<file path="src/rtl/uart_mem_controller.sv">
// Byte-command RAM engine beside a UART: write/read bursts, ping, timeout.
// Commands arrive on received/rx_byte; replies leave on transmit/tx_byte.
module uart_mem_controller #(
    parameter int unsigned ADDR_W         = 8,
    parameter int unsigned TIMEOUT_CYCLES = 120000,
    parameter logic [7:0]  ACK_BYTE       = 8'h4B,
    parameter logic [7:0]  PING_REPLY     = 8'h21
) (
    input  logic       clk,
    input  logic       rst_n,
    input  logic       received,
    input  logic [7:0] rx_byte,
    input  logic       is_transmitting,
    output logic       transmit,
    output logic [7:0] tx_byte,
    output logic       busy,
    output logic       error,
    output logic [7:0] cmd_count
);

    localparam int unsigned DEPTH = 1 << ADDR_W;
    localparam int unsigned AB    = (ADDR_W + 7) / 8;
    localparam int unsigned TW    = $clog2(TIMEOUT_CYCLES + 1);

    localparam logic [7:0] OP_WRITE = 8'h57;
    localparam logic [7:0] OP_READ  = 8'h52;
    localparam logic [7:0] OP_PING  = 8'h3F;

    typedef enum logic [2:0] {
        S_IDLE, S_ADDR, S_LEN, S_WDATA, S_RFETCH, S_RLOAD, S_TXSTART, S_TXWAIT
    } state_t;

    state_t            state_q, state_d;
    logic [ADDR_W-1:0] addr_q, addr_d;
    logic [8:0]        rem_q, rem_d;
    logic [1:0]        abyte_q, abyte_d;
    logic [TW-1:0]     timer_q, timer_d;
    logic              is_read_q, is_read_d;
    logic              tx_seen_q, tx_seen_d;
    logic [7:0]        tx_byte_q, tx_byte_d;
    logic              error_q, error_d;
    logic [7:0]        cmd_count_q, cmd_count_d;
    logic              mem_we;
    logic [7:0]        rd_data_q;
    logic [7:0]        mem [DEPTH];

    always_comb begin
        // NOTE: every signal gets its default first, so no path can infer a latch.
        state_d     = state_q;
        addr_d      = addr_q;
        rem_d       = rem_q;
        abyte_d     = abyte_q;
        timer_d     = timer_q;
        is_read_d   = is_read_q;
        tx_seen_d   = tx_seen_q;
        tx_byte_d   = tx_byte_q;
        cmd_count_d = cmd_count_q;
        error_d     = 1'b0;
        mem_we      = 1'b0;

        unique case (state_q)
            S_IDLE: begin
                timer_d = '0;
                abyte_d = '0;
                if (received) begin
                    unique case (rx_byte)
                        OP_WRITE, OP_READ: begin
                            is_read_d = (rx_byte == OP_READ);
                            addr_d    = '0;
                            state_d   = S_ADDR;
                        end
                        OP_PING: begin
                            is_read_d = 1'b0;
                            tx_byte_d = PING_REPLY;
                            state_d   = S_TXSTART;
                        end
                        default: error_d = 1'b1;
                    endcase
                end
            end
            S_ADDR: if (received) begin
                // Shifting in big-endian drops any bits above ADDR_W.
                addr_d  = ADDR_W'({addr_q, rx_byte});
                abyte_d = abyte_q + 2'd1;
                if (abyte_q == 2'(AB - 1)) state_d = S_LEN;
            end
            S_LEN: if (received) begin
                rem_d   = (rx_byte == 8'd0) ? 9'd256 : {1'b0, rx_byte};
                state_d = is_read_q ? S_RFETCH : S_WDATA;
            end
            S_WDATA: if (received) begin
                mem_we = 1'b1;
                addr_d = addr_q + ADDR_W'(1);
                rem_d  = rem_q - 9'd1;
                if (rem_q == 9'd1) begin
                    tx_byte_d = ACK_BYTE;
                    state_d   = S_TXSTART;
                end
            end
            S_RFETCH: state_d = S_RLOAD;
            S_RLOAD: begin
                tx_byte_d = rd_data_q;
                rem_d     = rem_q - 9'd1;
                state_d   = S_TXSTART;
            end
            S_TXSTART: begin
                tx_seen_d = 1'b0;
                if (!is_transmitting) state_d = S_TXWAIT;
            end
            S_TXWAIT: begin
                if (!tx_seen_q) begin
                    if (is_transmitting) tx_seen_d = 1'b1;
                end else if (!is_transmitting) begin
                    if (is_read_q && rem_q != 9'd0) begin
                        addr_d  = addr_q + ADDR_W'(1);
                        state_d = S_RFETCH;
                    end else begin
                        cmd_count_d = cmd_count_q + 8'd1;
                        state_d     = S_IDLE;
                    end
                end
            end
            default: state_d = S_IDLE;
        endcase

        // A byte arriving on the expiry cycle still counts, so it wins.
        if (state_q inside {S_ADDR, S_LEN, S_WDATA}) begin
            if (received) begin
                timer_d = '0;
            end else if (timer_q == TW'(TIMEOUT_CYCLES - 1)) begin
                timer_d = '0;
                error_d = 1'b1;
                state_d = S_IDLE;
            end else begin
                timer_d = timer_q + TW'(1);
            end
        end

        if (received && (state_q inside {S_RFETCH, S_RLOAD, S_TXSTART, S_TXWAIT}))
            error_d = 1'b1;
    end

    always_ff @(posedge clk or negedge rst_n) begin
        if (!rst_n) begin
            state_q     <= S_IDLE;
            addr_q      <= '0;
            rem_q       <= '0;
            abyte_q     <= '0;
            timer_q     <= '0;
            is_read_q   <= 1'b0;
            tx_seen_q   <= 1'b0;
            tx_byte_q   <= '0;
            error_q     <= 1'b0;
            cmd_count_q <= '0;
        end else begin
            // NOTE: non-blocking assignments keep every register sampling pre-edge values.
            state_q     <= state_d;
            addr_q      <= addr_d;
            rem_q       <= rem_d;
            abyte_q     <= abyte_d;
            timer_q     <= timer_d;
            is_read_q   <= is_read_d;
            tx_seen_q   <= tx_seen_d;
            tx_byte_q   <= tx_byte_d;
            error_q     <= error_d;
            cmd_count_q <= cmd_count_d;
        end
    end

    // NOTE: the RAM has no reset so it maps onto block RAM and survives rst_n.
    always_ff @(posedge clk) begin
        if (mem_we) mem[addr_q] <= rx_byte;
        rd_data_q <= mem[addr_q];
    end

    // Gating with is_transmitting forbids a strobe while the UART is busy.
    assign transmit  = (state_q == S_TXSTART) && !is_transmitting;
    assign tx_byte   = tx_byte_q;
    assign busy      = (state_q != S_IDLE);
    assign error     = error_q;
    assign cmd_count = cmd_count_q;

endmodule

</file>
<file path="config.mk">
export PLATFORM = sky130hd
export DESIGN_NAME = uart_mem_controller
export DESIGN_NICKNAME = d
export VERILOG_FILES = /design/src/rtl/uart_mem_controller.sv
export SDC_FILE = /design/constraint.sdc
export NUM_CORES = 2
export LEC_CHECK = 0
export ABC_AREA = 0
export BUFFER_PORTS_ARGS = -buffer_cell sky130_fd_sc_hd__clkbuf_2
export CORE_ASPECT_RATIO = 1.2
export CORE_MARGIN = 4
export CORE_UTILIZATION = 50
export DETAILED_ROUTE_END_ITERATION = 8
export GPL_TIMING_DRIVEN = 1
export HOLD_SLACK_MARGIN = 0.12
export PLACE_DENSITY = 0.76
export SYNTH_ARGS = -nofsm -noshare
export SYNTH_HDL_FRONTEND = slang
export SYNTH_SLANG_ARGS = --single-unit
</file>
<file path="constraint.sdc">
create_clock -name clk -period 3.9 [get_ports clk]
set_input_delay 1.17 -clock clk [delete_from_list [all_inputs] [get_ports clk]]
set_output_delay 1.17 -clock clk [all_outputs]
set_load 0.005 [all_outputs]
</file>
### Yosys cells after proc, flatten, opt, wreduce, memory -nomap -nowiden

Memories as Yosys holds them, arrays and structs flattened. A register that Yosys moved wholly into a read port is not among the register bits.
Index checks and enable logic that the tools add are counted.

* bits in registers: 58
* bits in writable memories: 2048
* input port bits: 12
* output and inout port bits: 19
* memories: 1

* $add $sub $neg: 5
* eq/ne operators: 22
* multiplexer cells: 54
* bitwise operators: 2
* reductions and logical operators: 26

Memories
* mem: depth 256, width 8, rd ports 1, clocked after Yosys merged registers in 1, wr ports 1, RTL line 45 `logic [7:0] mem [DEPTH];`

Operators by type and width (number)
* $mux W8: 11
* $mux W17: 4
* $mux W3: 14
* $pmux W8 S4: 1
* $mux W9: 3
* $pmux W9 S3: 1
* $pmux W3 S8: 1
* $pmux W8 S3: 1
* $add A17 B1 Y17 const B: 1
* $eq A17 B17 Y1 const B: 1
* $add A8 B1 Y8 const B: 2
* $eq A8 B7 Y1 const B: 2
* $ne A2 B2 Y1 const B: 8
* $mux W1: 13
* $eq A3 B3 Y1 const B: 4
* $reduce_bool A3 Y1: 4
* $eq A9 B1 Y1 const B: 1
* $reduce_bool A9 Y1: 1
* $sub A9 B1 Y9 const B: 1
* $eq A8 B6 Y1 const B: 1
* $logic_not A8 Y1: 1
* $reduce_and A8 Y1: 1
* $reduce_bool A2 Y1: 4
* $reduce_bool A4 Y1: 2
* 19 further kinds: 26

### Depth between registers and ports, before layout

* depth after elaboration: 9
* depth in mapped cells: 9
* gate-level depth less buffers: 7

### Worst setup path after synthesis

Ideal clock, no wire load.

* kind: input port to flip-flop
* start point: in received
* end point: mem mem[105][0], enable pin
* library setup time: 0.370 ns
* arrival: 2.404 ns
* path slack: 1.125 ns
* stages: 5
* path buffers: 1
* path through: nor2b_1 and3_1 nand2_1 clkbuf_1 nor2_1

* word-level cells in the longest chain between the ends: 4

RTL lines
* from (decl): RTL line 11 `input logic received,`
* $mux W1: RTL line 91 `S_WDATA: if (received) begin`
* $mux W1: RTL line 61 `unique case (state_q)`
* $mux W1: RTL line 172 `if (mem_we) mem[addr_q] <= rx_byte;`
* $mux W1 (implied by the code): RTL line 172
* to (decl): RTL line 45

Every way passes these cells.

==> flow_summary.ini <==
[run_status]
status = completed

[setup_path]
path_class = flip-flop to flip-flop
worst_path_most_repeated_cell = buf_4
critPathArrivalTime_ps = 4380
reg2reg_from = addr_q[0]
critPathSlowestCell = dfrtp_4
setup.worst_path.end_class = flip-flop
startpoint = addr_q[0]
path_buf_inv = 3
worstSetupEndpoint = rd_data_q[4]
crit_cells = 8
cp_top_family = compound AO/OA/AOI/OAI gates
path_cells = buf_12 > buf_4 > mux4_2 > a22oi_1 > a21oi_1 > o41ai_1 > buf_4 > nand4_1
r2r-end = rd_data_q[4]
cp.required_ps = 4550
rr_worst_depth = 8
r2r_slack_ps = 170
cp_slowest_stage_delay_ps = 800
critPathMaxFanout = 22
cp-start-kind = flip-flop

[yosys]
synth.distinct_cells = 59
synthFlopType = edfxtp_1
synth_area_um2 = 81600
netlist.area_leader.share_pct = 75.3
ys_seq_elements = 2114
synthTopCellsByArea = edfxtp_1 (75%), mux4_2 (14%), a22oi_1 (2.4%), dfrtp_1 (1.8%), nor2_1 (1.4%)
synth_top_area_cell = edfxtp_1
avgSynthCellArea_um2 = 20.9
synth_edf_count = 2048
synthArstFlopShare_pct = 2.74
ys_warn_count = 0
ys_seq_area_share_pct = 77.3
syn_nets = 3931
syn_inst = 3909

[clock_tree]
cts-root-buf = clkbuf_16
clkTransAtPathRegs_ps = 60
clockBufferDepth = 3
cts_tree = built
clock-sinks = 2114
cts_inserted_buffers = 184
clk_latency_ps = 820
htree_levels = 4

[floorplanning]
initial_core_util_pct = 50.3
placementRows = 162
num_io_pins = 31
placeableCoreArea_um2 = 162000
dieArea_um2 = 170000
fp.dieW_um = 377
fp.dieH_um = 451

[power]
p_sw_share_pct = 28.5
p_per_area_nw_per_um2 = 636
p_seq_share_pct = 43.5
irDropWorstVdd_mv = 0.413
cell_internal_pwr_mw = 42.0
clockPowerShare_pct = 30.9
pwr-share-comb_pct = 25.7
total_power_mw = 58.8
cellLeakagePower_nw = 29.1
p_sw_mw = 16.8

[routing]
dr.pass1.iters = 6
drt_iter0_drc = 5408
vias = 41400
antenna_left = 0
drt_wl_total_mm = 192
drc = 0
wire_per_inst_um = 29.5
vias_per_cell = 6.36

[cells_and_area]
layout.nets = 4242
synthToLayoutAreaGrowth_pct = 13.3
final_common_cell = edfxtp_1
final_util_pct = 57.0
final_layout_size_suffix_gt1_share_pct = 27.0
most-common-layout-cells = edfxtp_1 (2048), mux4_2 (512), buf_4 (307), nor2_1 (293), a22oi_1 (257)

[grt]
grt_max_degree = 254
grt_pass1_vias = 42300
grt_pass1_wl_mm = 287
antenna_found_initial = 3
grt-ovfl-total = 0
grt_usage_pct = 22.8

[timing]
post-route-period-util_pct = 95.7
slew_headroom_pct = 13.6
rsz0062_at_grt = false
tightest_slew_ps = 1300
clock.fmax_ghz = 0.268
min_period_ps = 3730
final_hold_viol_count = 0
finalSetupViolations = 0
skew_ps = 30.9
drv_slew = 0

[min_path]
hold_class = primary input to async pin

[placed_design]
place_congestion = 0.859
post-dp-hpwl_mm = 114
io_buffers = 30

[job]
cap_violations = 0
==> worst min path at each step <==
stage | endpoint | slack, ps | cells past startpoint
after floorplan | tx_byte[2] | 430 | 1
after global placement | cmd_count[7] | 450 | 1
after detailed placement | cmd_count[7] | 460 | 1
after CTS | tx_byte[1] | 220 | 1
after global routing | tx_byte[1] | 260 | 1
final | timer_q[9] | 280 | 1
==> cell families (layout without fill, tap and decap cells) <==
| family | count (synthesis) | in the layout | synth area share, % |
|---|---|---|---|
| flip-flops | 2114 | 2114 | 77.3 |
| multiplexers | 525 | 525 | 14.3 |
| AO/OA/AOI/OAI | 520 | 520 | 4.34 |
| AND/OR/NAND/NOR | 469 | 469 | 2.47 |
| buffers and inverters | 259 | 719 | 1.33 |
| XOR/XNOR | 12 | 12 | 0.129 |
| adder cells (fa/ha/maj) | 10 | 10 | 0.153 |
| other | 0 | 2 | 0 |
==> routing by layer <==
metal  vias to the layer above  GRT usage (%)  routed length [um]
met1                     21400           30.6               69300
met3                       474           4.99               19100
met5                         -              0                   0
met2                      2494           36.2               93700
li1                      17000              -                   -
met4                         0           10.4                9660
==> registers in the layout (all words and copies together) (netlist names) <==
name / flops
abyte_q: 2
addr_q: 8
cmd_count: 8
error: 1
is_read_q: 1
mem: 2048
rd_data_q: 8
rem_q: 9
state_q: 3
timer_q: 17
tx_byte: 8
tx_seen_q: 1
==> what timing repair did <==
item,CTS,global route
hold buffers,0,0
buffers inserted,0,0
setup endpoints to repair,2,0
resized for setup,2,0
==> cells in the mapped netlist (4+ instances only) <==
| master | n |
|---|---|
| edfxtp_1 | 2048 |
| mux4_2 | 512 |
| nor2_1 | 294 |
| a22oi_1 | 257 |
| clkbuf_1 | 159 |
| a21oi_1 | 158 |
| nand2_1 | 73 |
| dfrtp_1 | 58 |
| buf_2 | 55 |
| o41ai_1 | 33 |
| o21ai_0 | 27 |
| buf_1 | 21 |
| inv_1 | 15 |
| nand4_1 | 14 |
| nor2b_1 | 14 |
| nor3_1 | 13 |
| and3_1 | 10 |
| ha_1 | 10 |
| nand3_1 | 10 |
| dfxtp_1 | 8 |
| mux2i_1 | 8 |
| a31oi_1 | 7 |
| and2_1 | 7 |
| buf_4 | 7 |
| nand2b_1 | 7 |
| nor4_1 | 7 |
| xor2_1 | 7 |
| a22o_1 | 6 |
| mux2_2 | 5 |
| or3_1 | 5 |
| xnor2_1 | 5 |
| a21o_1 | 4 |
| o22a_1 | 4 |
| or2_2 | 4 |
==> power groups by stage <==
| stage | sequential (mW) | combinational [mW] | clock (mW) |
|---|---|---|---|
| global placement | 26.0 | 14.7 | 0 |
| CTS | 25.6 | 15.1 | 18.4 |
| finish | 25.6 | 15.1 | 18.1 |
| detailed placement | 26.0 | 14.9 | 0 |
| global route | 25.6 | 15.8 | 19.4 |
| floorplan | 25.8 | 10.0 | 0 |
==> stage by stage <==
step	setup WS (ps)	hold WS [ps]	instance area, um^2	TNS [ps]	std cells
finish	166	275	92500	0	6503
global route	108	262	92500	0	6503
global placement	-43.0	455	86500	-43.0	6166
detailed placement	-21.4	456	86500	-28.8	6166
CTS	191	224	92500	0	6501
floorplan	1130	433	81600	0	3909
==> cell type report <==
| type | instances | area (um^2) |
|---|---|---|
| well taps | 2132 | 2670 |
| clock buffers | 224 | 4890 |
| diodes | 2 | 5.00 |
| inverters | 15 | 56.3 |
| clock inverters | 111 | 1090 |
| flip-flops and latches | 2114 | 63100 |
| multi-input cells | 1536 | 17500 |
| repair buffers | 369 | 3170 |
| fillers | 11200 | 69800 |
(Power assumes the default switching activity.)
